--- src/rtl/time_display_mux.sv ---
// Four-digit multiplexed 7-segment driver for an HH:MM clock with per-frame
// input snapshot, group blinking, leading-zero suppression and registered pins.
module time_display_mux #(
    parameter int REFRESH_DIV  = 1000,
    parameter int BLINK_FRAMES = 125
) (
    input  logic       clk,
    input  logic       reset,
    input  logic [3:0] hr_tens,
    input  logic [3:0] hr_ones,
    input  logic [3:0] min_tens,
    input  logic [3:0] min_ones,
    input  logic [1:0] blink_sel,
    input  logic       blank_lz,
    output logic [3:0] an,
    output logic [6:0] seg,
    output logic       dp
);

    localparam int RC_W = (REFRESH_DIV > 1) ? $clog2(REFRESH_DIV) : 1;
    localparam int FC_W = (BLINK_FRAMES > 1) ? $clog2(BLINK_FRAMES) : 1;
    localparam logic [RC_W-1:0] RC_LAST = RC_W'(REFRESH_DIV - 1);
    localparam logic [FC_W-1:0] FC_LAST = FC_W'(BLINK_FRAMES - 1);
    localparam logic [6:0] SEG_BLANK = 7'b1111111;

    // Active-low {g,f,e,d,c,b,a}; non-BCD codes render as a dark digit.
    function automatic logic [6:0] bcd_to_seg(input logic [3:0] v);
        logic [6:0] s;
        case (v)
            4'd0:    s = 7'b1000000;
            4'd1:    s = 7'b1111001;
            4'd2:    s = 7'b0100100;
            4'd3:    s = 7'b0110000;
            4'd4:    s = 7'b0011001;
            4'd5:    s = 7'b0010010;
            4'd6:    s = 7'b0000010;
            4'd7:    s = 7'b1111000;
            4'd8:    s = 7'b0000000;
            4'd9:    s = 7'b0010000;
            default: s = SEG_BLANK;
        endcase
        return s;
    endfunction

    logic [RC_W-1:0] rc_q, rc_d;
    logic [1:0]      di_q, di_d;
    logic [FC_W-1:0] fc_q, fc_d;
    logic            bp_q, bp_d;
    // Snapshot layout {hr_tens, hr_ones, min_tens, min_ones} so nibble index equals di.
    logic [15:0]     snap_q, snap_d;
    logic [3:0]      an_q, an_d;
    logic [6:0]      seg_q, seg_d;
    logic            dp_q, dp_d;

    logic            digit_end;
    logic            frame_end;
    logic [3:0]      cur_digit;
    logic            blink_hit;
    logic            lz_hit;

    always_comb begin
        digit_end = (rc_q == RC_LAST);
        frame_end = digit_end && (di_q == 2'd3);

        rc_d   = digit_end ? '0 : rc_q + RC_W'(1);
        di_d   = digit_end ? di_q + 2'd1 : di_q;
        fc_d   = fc_q;
        bp_d   = bp_q;
        snap_d = snap_q;
        if (frame_end) begin
            snap_d = {hr_tens, hr_ones, min_tens, min_ones};
            if (fc_q == FC_LAST) begin
                fc_d = '0;
                bp_d = ~bp_q;
            end else begin
                fc_d = fc_q + FC_W'(1);
            end
        end
    end

    // Output stage: pins show the digit selected by this cycle's state, one clock later.
    always_comb begin
        cur_digit = snap_q[{di_q, 2'b00} +: 4];
        blink_hit = bp_q && ((blink_sel[0] && di_q[1]) || (blink_sel[1] && !di_q[1]));
        lz_hit    = blank_lz && (di_q == 2'd3) && (cur_digit == 4'd0);

        an_d  = ~(4'b0001 << di_q);
        seg_d = (blink_hit || lz_hit) ? SEG_BLANK : bcd_to_seg(cur_digit);
        dp_d  = !((di_q == 2'd2) && !bp_q);
    end

    always_ff @(posedge clk or posedge reset) begin
        if (reset) begin
            rc_q   <= '0;
            di_q   <= 2'd0;
            fc_q   <= '0;
            bp_q   <= 1'b0;
            snap_q <= 16'h0000;
            an_q   <= 4'b1111;
            seg_q  <= SEG_BLANK;
            dp_q   <= 1'b1;
        end else begin
            rc_q   <= rc_d;
            di_q   <= di_d;
            fc_q   <= fc_d;
            bp_q   <= bp_d;
            snap_q <= snap_d;
            an_q   <= an_d;
            seg_q  <= seg_d;
            dp_q   <= dp_d;
        end
    end

    assign an  = an_q;
    assign seg = seg_q;
    assign dp  = dp_q;

endmodule

--- config.mk ---
export PLATFORM = sky130hd
export DESIGN_NAME = time_display_mux
export DESIGN_NICKNAME = d
export VERILOG_FILES = /design/src/rtl/time_display_mux.sv
export SDC_FILE = /design/constraint.sdc
export NUM_CORES = 1
export LEC_CHECK = 0
export CORE_ASPECT_RATIO = 0.7
export CORE_MARGIN = 3
export CORE_UTILIZATION = 38
export CTS_CLUSTER_SIZE = 25
export DETAILED_ROUTE_END_ITERATION = 10
export DONT_BUFFER_PORTS = 1
export GPL_ROUTABILITY_DRIVEN = 0
export PLACE_DENSITY = 0.6
export SYNTH_ARGS = -nofsm -noshare
export SYNTH_HDL_FRONTEND = slang
export SYNTH_SLANG_ARGS = --single-unit
--- constraint.sdc ---
create_clock -name clk -period 3.6 [get_ports clk]
set_input_delay 0.54 -clock clk [delete_from_list [all_inputs] [get_ports clk]]
set_output_delay 0.54 -clock clk [all_outputs]
set_load 0.01 [all_outputs]
==> reports/qor.yml <==
power_and_ir_drop:
  p_leak_nw: 1.06
  power_density_mw_per_mm2: 358
  ir_drop_v: 0.000134
synthesis:
  netlist_instances: 233
  synth-seq-cells: 48
  synth.distinct_cells: 39
  synthSimpleGateAreaFrac_pct: 21.5
  synth_top_family_by_area: "simple AND/OR/NAND/NOR gates"
  synth_fp_nets: 266
  yosys.area.top_type: "dfrtp_1"
  syn-cell-area_mm2: 0.00235
  synthArstFlopShare_pct: 100
  synth.area.mux_share_pct: 6.22
  synth.top_cells.by_area: "dfrtp_1 (38%), dfstp_2 (13%), nand2_1 (10%)"
  synthXorXnorAreaFrac_pct: 3.35
  yosysTopAreaCellShare_pct: 38.3
  ys_top_cells_by_count: "nand2_1 (64), dfrtp_1 (36), inv_1 (13), o21ai_0 (13)"
  synth_edf_count: 0
  syn_area_per_cell_um2: 10.1
  synth_ff_type: "dfrtp_1"
  synth_fa_ha_area_share_pct: 6.38
  ys_seq_area_share_pct: 51.6
  synth-compound-area-share_pct: 6.64
  yosysMostFrequentCell: "nand2_1"
  ys_warn_count: 0
cts:
  cts_root_buf: "clkbuf_8"
  path_clk_slew_ns: 0.08
  cts_buffer_depth: 2
  cts_resized: 0
  cts_tree: "built"
  cts_sinks: 48
  htree_levels: 2
  clk_latency_ns: 0.30
  holdBufCountCts: 0
  cts_setup_buffers: 0
  cts_buffers: 5
global_route:
  grt_first_pass_wirelength_um: 7160
  antenna_found_initial: 0
  grt_pass1_vias: 1419
  track_usage_pct: 12.9
  grt_max_degree: 49
  gr-total-overflow: 0
timing:
  setup_violations: 0
  finalMaxSlewViolations: 0
  finalHoldViolCount: 0
  tns_ns: 0
  worst_slew_pin_slew_ns: 0.964
  slew_headroom_pct: 35.7
  hold_ws_ns: 0.335
  setup_ws_ns: 1.30
  period_needed_ns: 2.30
  fin_crit_sh_pct: 63.8
  grt_setup_unrepaired: "false"
  max_freq_mhz: 435
  fin_skew_ns: 0.00351
routing:
  via_per_inst: 4.98
  wl_per_cell_um: 14.1
  routed_wirelength_um: 4310
  drc: 0
  first_iter_violations: 56
  num_vias: 1525
  drtPass1Iterations: 4
  postRouteAntennaNets: 0
worst_setup_path:
  cp-end-kind: "flip-flop"
  crit_arrival_ns: 2.51
  critPathMaxFanout: 7
  cp.required_ns: 3.81
  cp-start-kind: "flip-flop"
  setup.worst_path.class: "flip-flop to flip-flop"
finish:
  antenna_cells: 0
  syn_to_final_growth_pct: 6.38
  fin_nets: 263
  layout-drive-gt1-share_pct: 13.0
die:
  dieArea_mm2: 0.00719
  num_rows: 23
  ios: 33
  die_y_um: 71.9
  die_w_um: 100
  core_mm2: 0.00587
  start_util_pct: 40.1
placed_design:
  port_buffers: 0
  place_hpwl_um: 3150
  post-place-ws_ns: 1.32
run_status:
  status: "finished clean"
hold_path:
  worstHoldPathType: "input port to async pin"
flow_run:
  cap_violations: 0
placed cells by master, fill, tap and decap left out, types with 2 or more instances in the layout:
cell type / netlist / routed
xnor2_1: 6 / 6
mux2i_1: 3 / 3
and4_1: 3 / 3
nand2b_1: 3 / 3
nor2_1: 12 / 12
a32oi_1: 2 / 2
o31ai_1: 2 / 2
clkbuf_8: 0 / 7
nand2_1: 64 / 64
nor4bb_1: 2 / 2
dfrtp_1: 36 / 36
ha_1: 12 / 12
xor2_1: 3 / 3
o21ai_0: 13 / 13
a21oi_1: 3 / 3
inv_1: 13 / 12
mux4_2: 4 / 4
nand3_1: 10 / 10
dfstp_2: 12 / 12
nor3_1: 2 / 2
per-stage QoR:
step	total power, W	instances	area [µm²]	utilization (%)
3_3_place_gp	0.000561	298	2400	41.0
5_1_grt	0.000938	306	2500	42.7
3_5_place_dp	0.000561	298	2400	41.0
4_1_cts	0.000914	306	2500	42.7
2_1_floorplan	0.000558	233	2350	-
6_report	0.000896	306	2500	42.7
final timing paths:
path / from / to / depth (start not counted) / slack [ns]
worst max-delay path: di_q[0]$_DFFE_PP0N_ / seg[0]$_DFF_PP1_ / 7 / 1.30
worst min-delay path: reset / rc_q[5]$_DFF_PP0_ / 1 / 0.33
worst max register to register: di_q[0]$_DFFE_PP0N_ / seg[0]$_DFF_PP1_ / 7 / 1.30
worst min register to register: snap_q[5]$_DFFE_PP0P_ / snap_q[5]$_DFFE_PP0P_ / 2 / 0.47
max in group asynchronous: reset / snap_q[11]$_DFFE_PP0P_ / 1 / 2.67
min in group clk: min_tens[3] / snap_q[7]$_DFFE_PP0P_ / 2 / 0.35
worst max-delay path, cell delays in order (launching register included):
cell and delay [ns]:
dfrtp_1 0.54, mux4_2 0.61, inv_1 0.15, ha_1 0.19
nand3_1 0.12, o21ba_2 0.23, a22o_1 0.27, o21ai_0 0.11
area by class of cell:
cell class                 instances  area (µm²)
fill                             578        3370
sequential                        48        1220
multi-input combinational        161        1040
clock buffer                       8         100
tap                               75        93.8
inverter                          13        48.8
timing repair buffer               1        7.51
metal layers:
metal	vias to the layer above	global-route usage, %	wire, µm
met4	0	3.59	23
met5	-	0	0
li1	769	-	-
met2	39	15.2	1580
met3	3	4.09	259
met1	714	21.6	2440
state kept, by name, indices dropped and copies added (netlist names):
register,count
fc_q,7
rc_q,10
dp,1
di_q,2
bp_q,1
seg,7
an,4
snap_q,16
power breakdown:
part / switching [W] / leakage [nW] / total [W] / internal [W]
clock network: 0.000170 / 0.0515 / 0.000345 / 0.000175
logic: 0.00000994 / 0.477 / 0.0000107 / 0.000000768
registers: 0 / 0.531 / 0.000539 / 0.000539
logic make-up after synthesis:
kind of cell,count (synthesis)
AND/OR/NAND/NOR,106
XOR/XNOR,9
adder cells (fa/ha/maj),12
buffers and inverters,24
AO/OA/AOI/OAI,25
multiplexers,9
flip-flops,48
Power figures use the tool's default switching activity.
==> RTL change, RTL diff (same settings) <==
Register the inputs `hr_tens`, `hr_ones`, `min_tens`, `min_ones`, `blink_sel` and `blank_lz` before use. The logic sees them one clock later.
--- a/src/rtl/time_display_mux.sv
+++ b/src/rtl/time_display_mux.sv
@@ -22,6 +22,22 @@
     localparam logic [RC_W-1:0] RC_LAST = RC_W'(REFRESH_DIV - 1);
     localparam logic [FC_W-1:0] FC_LAST = FC_W'(BLINK_FRAMES - 1);
     localparam logic [6:0] SEG_BLANK = 7'b1111111;
+
+    logic [3:0] hr_tens_q;
+    logic [3:0] hr_ones_q;
+    logic [3:0] min_tens_q;
+    logic [3:0] min_ones_q;
+    logic [1:0] blink_sel_q;
+    logic blank_lz_q;
+
+    always_ff @(posedge clk) begin
+        hr_tens_q   <= hr_tens;
+        hr_ones_q   <= hr_ones;
+        min_tens_q  <= min_tens;
+        min_ones_q  <= min_ones;
+        blink_sel_q <= blink_sel;
+        blank_lz_q  <= blank_lz;
+    end
 
     // Active-low {g,f,e,d,c,b,a}; non-BCD codes render as a dark digit.
     function automatic logic [6:0] bcd_to_seg(input logic [3:0] v);
@@ -68,7 +84,7 @@
         bp_d   = bp_q;
         snap_d = snap_q;
         if (frame_end) begin
-            snap_d = {hr_tens, hr_ones, min_tens, min_ones};
+            snap_d = {hr_tens_q, hr_ones_q, min_tens_q, min_ones_q};
             if (fc_q == FC_LAST) begin
                 fc_d = '0;
                 bp_d = ~bp_q;
@@ -81,8 +97,8 @@
     // Output stage: pins show the digit selected by this cycle's state, one clock later.
     always_comb begin
         cur_digit = snap_q[{di_q, 2'b00} +: 4];
-        blink_hit = bp_q && ((blink_sel[0] && di_q[1]) || (blink_sel[1] && !di_q[1]));
-        lz_hit    = blank_lz && (di_q == 2'd3) && (cur_digit == 4'd0);
+        blink_hit = bp_q && ((blink_sel_q[0] && di_q[1]) || (blink_sel_q[1] && !di_q[1]));
+        lz_hit    = blank_lz_q && (di_q == 2'd3) && (cur_digit == 4'd0);
 
         an_d  = ~(4'b0001 << di_q);
         seg_d = (blink_hit || lz_hit) ? SEG_BLANK : bcd_to_seg(cur_digit);
Behaviour: same outputs for any inputs over 10 cycles, from zero or initial values and one cycle with reset high; that may be too few to reach the edited logic, so the function may still have changed.
==> RTL change against the original RTL <==
Sequential share of layout area increased by 4.3 points. Die area increased by 16%. Power is 56% higher. Via count is 0.85% higher. Synthesized area grew 17%. Wire length up 6.6%. Highest routed layer unchanged. Design area increased by 21%. Setup slack lost 140 ps. Sequential cell count grew 19. Synthesized cell count decreased by 7.3%.
==> RTL change: results (changes against the original RTL) <==
Outcome
  • Status: completed

Worst setup path
  • Slowest stage delay, CP: 730 ps (+120 ps)
  • Slowest-stage cell, CP: mux4_1
  • Worst Path Arrival: 2700 ps (+190 ps)
  • Crit path capture: seg[3]
  • R2R Setup Slk: 1170 ps (-140 ps)
  • Top Family by Delay on Critical Path: multiplexers

Synthesis
  • Top cells by area, synth: dfrtp_1 33%, dfxtp_1 14%, dfstp_2 11%
  • Post-synth cell types: 41 (+5.1%)
  • Sequential fraction of the synthesis area: 0.579 (+0.0625)
  • Synth cell count leaders: 36 x dfrtp_1, 19 x dfxtp_1, 17 x mux2_2
  • Fraction of registers with async set or reset after synthesis: 0.716 (-0.284)

Finish
  • Share of post-route cells with drive strength above 1: 0.241 (+0.111)
  • Nets: 252 (-4.2%)
  • Fill count: 669 (+16%)
  • Antenna cell count: 0 (unchanged)

Drt
  • Vias/cell: 4.84 (-3.0%)
  • DR iter-0 viols: 45 (-20%)
  • Final WL: 4.59 mm (+6.6%)

Pwr
  • Worst vdd ir: 0.260 mV (+94%)
  • P_leak: 1.34 nW (+27%)

STA
  • Actual slew at the worst max-slew pin: 1000 ps (+39.5 ps)
  • Final Skew: 10.4 ps (+6.86 ps)

Min path
  • Tightest Hold Check Type: in -> reg

Clock network
  • TritonCTS Buffers: 9 (+4)
  • Worst-Skew Late Latency: 350 ps (+50 ps)
  • Clock H-tree levels: 3 (+1)

GRT
  • First-pass GRT wire length: 8.25 mm (+15%)
  • GRT Overall Usage: 0.130 (+0.000554)
  • Vias in the first global route: 1,620 (+14%)

Placed design
  • Post-DP HPWL: 3.14 mm (-0.26%)
RTL change: cell count changes after synthesis, sizes merged, moves of 3 or more:
cell and delta:
dfxtp +19, nand4 +3, mux2 +15, nand2 -49, clkbuf -3, mux2i +3
nor2 -4
RTL change: worst min-delay path by stage:
stage / startpoint / endpoint / slack (ps) / depth (start not counted)
final: hr_ones[0] / hr_ones_q[0] / 210 / 0
after global routing: min_tens[3] / min_tens_q[3] / 180 / 0
after CTS: hr_ones[0] / hr_ones_q[0] / 190 / 0
after detailed placement: min_ones_q[0] / snap_q[0] / 450 / 1
after global placement: min_ones_q[3] / snap_q[3] / 450 / 1
after floorplan: rc_q[0] / rc_q[0] / 430 / 1
RTL change: worst register-to-register path: cells and delay by family, from the launching register on:
family	cells	cell delay (ps)
mux	1	730
compound gates	3	610
flops	1	540
fa+ha+maj	1	180
buf+inv	1	170
simple gates	1	130
RTL change: logic make-up (layout without fill, tap and decap cells):
| logic type | Yosys count | after routing | share of synthesized area |
|---|---|---|---|
| adders and majority gates | 12 | 12 | 0.0544 |
| buffers and inverters | 21 | 29 | 0.0381 |
| xor gates and xnor gates | 8 | 8 | 0.0254 |
| muxes | 27 | 27 | 0.127 |
| and+or+nand+nor | 55 | 55 | 0.113 |
| DFF | 67 | 67 | 0.579 |
| AOI/OAI and AO/OA | 26 | 26 | 0.0640 |
RTL change: metal layers:
| layer | vias up | routed length [um] | track usage |
|---|---|---|---|
| li1 | 759 | - | - |
| met3 | 6 | 247 | 0.0614 |
| met2 | 39 | 1830 | 0.164 |
| met1 | 734 | 2470 | 0.189 |
| met4 | 0 | 43 | 0.0492 |
| met5 | - | 0 | 0 |
RTL change: cell type report:
| type | count | area share |
|---|---|---|
| Clock inverter | 6 | 0.0240 |
| Clock buffer | 10 | 0.0423 |
| Sequential cell | 67 | 0.529 |
| Inverter | 13 | 0.0162 |
| Multi-Input combinational cell | 128 | 0.350 |
| Tap cell | 94 | 0.0390 |
RTL change: through the flow:
stage / hold slack, ps / instances / utilization / cell area (sq um) / setup slack, ps
floorplan: 433 / 216 / - / 2760 / 1450
global placement: 446 / 302 / 0.410 / 2820 / 1310
detailed placement: 453 / 302 / 0.410 / 2820 / 1210
CTS: 190 / 318 / 0.439 / 3020 / 1170
global route: 175 / 318 / 0.439 / 3020 / 987
finish: 211 / 318 / 0.439 / 3020 / 1170
RTL change: power by group through the flow:
stage | clock network [mW] | registers (mW) | logic (mW)
after floorplan | 0 | 0.777 | 0.00860
final | 0.621 | 0.764 | 0.0112
after CTS | 0.646 | 0.764 | 0.0124
after global placement | 0 | 0.779 | 0.0121
after global routing | 0.688 | 0.766 | 0.0138
after detailed placement | 0 | 0.779 | 0.0123
